### config.mk
export PLATFORM = sky130hd
export DESIGN_NAME = nibble_parity_checker_v
export DESIGN_NICKNAME = d
export VERILOG_FILES = /design/src/rtl/nibble_parity_pkg.sv /design/src/rtl/XOR4_gate_v.sv /design/src/rtl/nibble_parity_checker_v.sv
export SDC_FILE = /design/constraint.sdc
export NUM_CORES = 1
export LEC_CHECK = 0
export BUFFER_PORTS_ARGS = -buffer_cell sky130_fd_sc_hd__buf_2
export CAP_MARGIN = 20
export CELL_PAD_IN_SITES_DETAIL_PLACEMENT = 0
export CELL_PAD_IN_SITES_GLOBAL_PLACEMENT = 2
export CORE_AREA = 2 2 55 57
export CTS_CLUSTER_DIAMETER = 120
export DETAILED_ROUTE_END_ITERATION = 7
export DIE_AREA = 0 0 57 59
export GPL_TIMING_DRIVEN = 0
export PLACE_DENSITY = 0.79
export SLEW_MARGIN = 20
export SYNTH_ARGS = -nofsm -noshare
export SYNTH_HDL_FRONTEND = slang
export SYNTH_SLANG_ARGS = --single-unit
### constraint.sdc
create_clock -name i_clk -period 4.9 [get_ports i_clk]
set_input_delay 1.225 -clock i_clk [delete_from_list [all_inputs] [get_ports i_clk]]
set_output_delay 1.225 -clock i_clk [all_outputs]
set_load 0.05 [all_outputs]
### src/rtl/nibble_parity_pkg.sv
// Shared definitions for the nibble parity checker: FSM state encoding and parity-mode constants.
package nibble_parity_pkg;

  typedef enum logic [1:0] {
    ACCUM    = 2'd0,
    WAIT_PAR = 2'd1,
    REPORT   = 2'd2
  } state_t;

  localparam logic PAR_EVEN = 1'b0;
  localparam logic PAR_ODD  = 1'b1;

endpackage : nibble_parity_pkg

### src/rtl/XOR4_gate_v.sv
// 4-input XOR primitive: folds four bits into a single parity bit.
module XOR4_gate_v (
  input  logic i_a,
  input  logic i_b,
  input  logic i_c,
  input  logic i_d,
  output logic o_y
);

  assign o_y = i_a ^ i_b ^ i_c ^ i_d;

endmodule : XOR4_gate_v

### src/rtl/nibble_parity_checker_v.sv
// Frame-level parity checker: folds a valid/ready nibble stream per frame, compares the result
// with a received parity bit and keeps a saturating count of mismatched frames.
module nibble_parity_checker_v
  import nibble_parity_pkg::*;
#(
  parameter int unsigned FRAME_NIBBLES = 4,
  parameter bit          PARITY_ODD    = PAR_EVEN,
  parameter int unsigned ERR_CNT_W     = 8
) (
  input  logic                 i_clk,
  input  logic                 i_rst,
  input  logic                 i_valid,
  input  logic [3:0]           i_nibble,
  output logic                 o_ready,
  input  logic                 i_par_valid,
  input  logic                 i_par,
  output logic                 o_done,
  output logic                 o_err,
  output logic                 o_parity,
  output logic [ERR_CNT_W-1:0] o_err_cnt
);

  localparam int unsigned          CNT_W    = $clog2(FRAME_NIBBLES + 1);
  localparam logic [CNT_W-1:0]     LAST_NIB = CNT_W'(FRAME_NIBBLES - 1);
  localparam logic [ERR_CNT_W-1:0] ERR_MAX  = '1;

  state_t                 r_state;
  state_t                 w_next_state;
  logic                   r_acc;
  logic                   w_acc_nxt;
  logic [CNT_W-1:0]       r_nib_cnt;
  logic [CNT_W-1:0]       w_nib_cnt_nxt;
  logic                   r_ready;
  logic                   r_done;
  logic                   r_err;
  logic                   w_err_nxt;
  logic                   r_parity;
  logic                   w_parity_nxt;
  logic [ERR_CNT_W-1:0]   r_err_cnt;
  logic [ERR_CNT_W-1:0]   w_err_cnt_nxt;
  logic                   w_fold;
  logic                   w_calc;
  logic                   w_mismatch;

  XOR4_gate_v u_fold (
    .i_a (i_nibble[0]),
    .i_b (i_nibble[1]),
    .i_c (i_nibble[2]),
    .i_d (i_nibble[3]),
    .o_y (w_fold)
  );

  assign w_calc     = r_acc ^ PARITY_ODD;
  assign w_mismatch = (w_calc != i_par);

  // Next-state and datapath updates; each state only looks at the input relevant to it.
  always_comb begin
    w_next_state  = r_state;
    w_acc_nxt     = r_acc;
    w_nib_cnt_nxt = r_nib_cnt;
    w_err_nxt     = r_err;
    w_parity_nxt  = r_parity;
    w_err_cnt_nxt = r_err_cnt;

    case (r_state)
      ACCUM: begin
        if (i_valid) begin
          w_acc_nxt = r_acc ^ w_fold;
          if (r_nib_cnt == LAST_NIB) begin
            w_nib_cnt_nxt = '0;
            w_next_state  = WAIT_PAR;
          end else begin
            w_nib_cnt_nxt = r_nib_cnt + 1'b1;
          end
        end
      end

      WAIT_PAR: begin
        if (i_par_valid) begin
          w_parity_nxt = w_calc;
          w_err_nxt    = w_mismatch;
          if (w_mismatch && (r_err_cnt != ERR_MAX)) begin
            w_err_cnt_nxt = r_err_cnt + 1'b1;
          end
          w_next_state = REPORT;
        end
      end

      REPORT: begin
        w_acc_nxt    = 1'b0;
        w_next_state = ACCUM;
      end

      default: begin
        w_acc_nxt     = 1'b0;
        w_nib_cnt_nxt = '0;
        w_next_state  = ACCUM;
      end
    endcase
  end

  // ready/done are registered decodes of the upcoming state, so they track the state exactly.
  always_ff @(posedge i_clk) begin
    if (i_rst) begin
      r_state   <= ACCUM;
      r_acc     <= 1'b0;
      r_nib_cnt <= '0;
      r_ready   <= 1'b1;
      r_done    <= 1'b0;
      r_err     <= 1'b0;
      r_parity  <= 1'b0;
      r_err_cnt <= '0;
    end else begin
      r_state   <= w_next_state;
      r_acc     <= w_acc_nxt;
      r_nib_cnt <= w_nib_cnt_nxt;
      r_ready   <= (w_next_state == ACCUM);
      r_done    <= (w_next_state == REPORT);
      r_err     <= w_err_nxt;
      r_parity  <= w_parity_nxt;
      r_err_cnt <= w_err_cnt_nxt;
    end
  end

  assign o_ready   = r_ready;
  assign o_done    = r_done;
  assign o_err     = r_err;
  assign o_parity  = r_parity;
  assign o_err_cnt = r_err_cnt;

endmodule : nibble_parity_checker_v

==> results by group <==
Detailed routing
  – Remaining antenna violation count after routing: 0
  – DRC violations left: 0
  – Final WL: between 1500 and 2000 um
  – DRT iter0 DRCs: 15
  – First-pass iteration count of the detailed router: 2
  – Average wire per cell in the routed design: 12.1 um
  – Via count: between 700 and 800
  – Via density: 4.95

Die
  – Die X: 57 um
  – Std-Cell Core Area: between 0.002 and 0.003 mm^2
  – # IOs: 21
  – DIE HEIGHT: between 50 and 60 um
  – Die area: 0.00336 mm^2
  – Starting density of the core: 0.316
  – Rows: 19

Hold path
  – Worst hold start: o_parity
  – Hold Path Stages: 2
  – Worst Hold Class: flop to flop
  – WHS Endpoint: o_parity

STA
  – Fin crit share: 0.462
  – Clock period minus worst slack: 2.26 ns
  – Final setup viols: 0
  – Setup TNS: 0 ns
  – Fin. Hold Viols: 0
  – Least-Margin Pin Slew: between 0.4 and 0.5 ns
  – Fmax: 0.442 GHz
  – RSZ-0062 raised after global routing: false
  – Max_slew headroom: 0.682
  – Max Clock Skew: 0.00706 ns
  – Hold WS: between 0.4 and 0.5 ns
  – Final Slew Violations: 0

Synthesis
  – Yosys Warn Count: 0
  – Synthesized area per cell: 8.91 um^2
  – Cells after Synth: between 90 and 100
  – Post-synthesis sequential area ratio: 0.421
  – Seq cells post-synth: 18
  – Synth Cell Area: 856 um^2
  – Syn nets: ~110
  – Yosys cell types: 30

Critical path
  – CP Class: flop to output port
  – Critical Path Start Type: flop
  – Critical Path AT: 1.04 ns
  – Worst R2R Path Depth: 6
  – CP Launch Point: o_err_cnt[0]
  – CP Buf/Inv Count: 1
  – Reg2Reg Capture Point: o_err_cnt[7]
  – Worst r2r src: r_state[1]
  – Levels on crit path: 1
  – Kind of cell adding the most delay to the critical path: flip-flops
  – Flop-to-flop setup slack: 3.12 ns
  – Max incr delay on CP: 0.45 ns
  – Cell Chain, Critical Path: buf_2
  – Slowest cell on crit path: dfxtp_1
  – Critical Path RT: between 3 and 4 ns
  – Critical Path End Type: output port
  – Crit Path Max Fanout: 6

Finish
  – Final Instance Count excl. Fillers: 151
  – Most frequent cells in the layout: 20 x buf_2, 18 x dfxtp_1, 11 x a21oi_1
  – # fillers: 317
  – Layout cells sized above 1: 0.233
  – Most common cell after layout, fill and taps aside: buf_2
  – N_diodes: 0
  – Post-layout net count: 134
  – Area Growth Syn to Fin: 20.5%

Power
  – PD cells: 262 mW/mm^2
  – Maximum VDD drop: 248 uV
  – Leakage: 0.441 nW

Global route
  – Vias in the first global route: 700
  – Grt met2 use: 0.186
  – GR peak layer: met2
  – Antenna violations before repair: 0
  – Grt ovf: 0
  – Global-route wire length before repair: 3040 um
  – Overall Global Routing Usage: 0.117
  – M1 GR Usage: 0.149
  – Largest net degree at the start of global routing: 11
  – Met3 Use GR: 0.0393

Clock network
  – Clock sinks: 18
  – Post-CTS Setup Bufs: 0
  – Hold buffer count at CTS: 0
  – Clk_lat worst skew: 0.29 ns
  – H-tree depth: 1
  – CTS Buf Count: 3
  – CTS-repair resized insts: 0
  – Root Driver: clkbuf_4
  – CTS tree: built
  – Clk slew on worst S/H paths: 0.11 ns
  – Clock buffer depth: 2

Place
  – Placed cells: 147
  – Number of port buffers: 20
  – Dpl hpwl: 1370 um
  – GPL Wtd Cong: 0.717

Run
  – Max Cap Viol: 0

Run status
  – Status: finished, final reports clean
## worst max path at each step
| stage | endpoint | slack, ns |
|---|---|---|
| final | o_err_cnt[0] | 2.64 |
| after global routing | o_err_cnt[0] | 2.56 |
| after CTS | o_err_cnt[0] | 2.62 |
| after detailed placement | o_err_cnt[7] | 2.48 |
| after global placement | o_err_cnt[7] | 2.50 |
| after floorplan | o_err_cnt[7] | 2.68 |
## registers in the layout (all words and copies together) (netlist names)
signal	count
o_err	1
r_nib_cnt	3
r_acc	1
r_state	2
o_done	1
o_err_cnt	8
o_ready	1
o_parity	1
## per-stage QoR
stage | area, um^2 | utilization | total power (W) | setup slack (ns)
2_1_floorplan | 856 | - | 0.000173 | 2.68
3_3_place_gp | 995 | 0.367 | 0.000182 | 2.50
3_5_place_dp | 995 | 0.367 | 0.000183 | 2.48
4_1_cts | 1030 | 0.380 | 0.000276 | 2.62
5_1_grt | 1030 | 0.380 | 0.000285 | 2.56
6_report | 1030 | 0.380 | 0.000270 | 2.64
## layout make-up
type / instances / area, um^2 / share of cell area
Sequential cell: 18 / 360 / 0.350
Timing Repair Buffer: 20 / 100 / 0.0971
Multi-Input combinational cell: 73 / 477 / 0.462
Buffer: 1 / 3.75 / 0.00364
Clock buffer: 4 / 36.3 / 0.0352
Inverter: 4 / 15.0 / 0.0146
Tap cell: 31 / 38.8 / 0.0376
## layer usage
layer	part of all wire	routed length [um]
met1	0.50	923
met2	0.45	815
met3	0.034	63
met4	0.015	27
met5	0	0
## logic make-up (layout without fill, tap and decap cells)
kind of cell | count (synthesis) | in the layout | share of synthesized area
muxes | 1 | 1 | 0.0117
xor gates and xnor gates | 6 | 6 | 0.0702
AOI/OAI and AO/OA | 23 | 23 | 0.168
buffers and inverters | 5 | 29 | 0.0219
adders and majority gates | 4 | 4 | 0.0585
and+or+nand+nor | 39 | 39 | 0.249
DFF | 18 | 18 | 0.421
## cells in the mapped netlist, drive strengths merged
| cell | number | area share |
|---|---|---|
| dfxtp | 18 | 0.42 |
| a21oi | 11 | 0.064 |
| nand2 | 10 | 0.044 |
| nor2 | 6 | 0.026 |
| o21ai | 6 | 0.035 |
| ha | 4 | 0.058 |
| inv | 4 | 0.018 |
| nand3 | 4 | 0.023 |
| or3 | 4 | 0.032 |
| xor2 | 4 | 0.050 |
| nand2b | 3 | 0.022 |
| nand4 | 3 | 0.022 |
| and2 | 2 | 0.015 |
| nand3b | 2 | 0.018 |
| o211ai | 2 | 0.034 |
| xnor2 | 2 | 0.020 |
| a21o | 1 | 0.0088 |
| a22o | 1 | 0.010 |
| a31oi | 1 | 0.0073 |
| and3 | 1 | 0.0073 |
| and3b | 1 | 0.010 |
| and4 | 1 | 0.010 |
| clkbuf | 1 | 0.0044 |
| mux2i | 1 | 0.012 |
| nand4b | 1 | 0.010 |
| o31ai | 1 | 0.0088 |
| or4 | 1 | 0.0088 |
## report_power, final
group	switching, W	total [W]	internal (W)
combinational	0.0000146	0.0000263	0.0000117
sequential	0.00000346	0.000153	0.000149
clock	0.0000457	0.0000909	0.0000452
total	0.0000637	0.000270	0.000206
No activity file was read; power rests on OpenSTA's default activity.
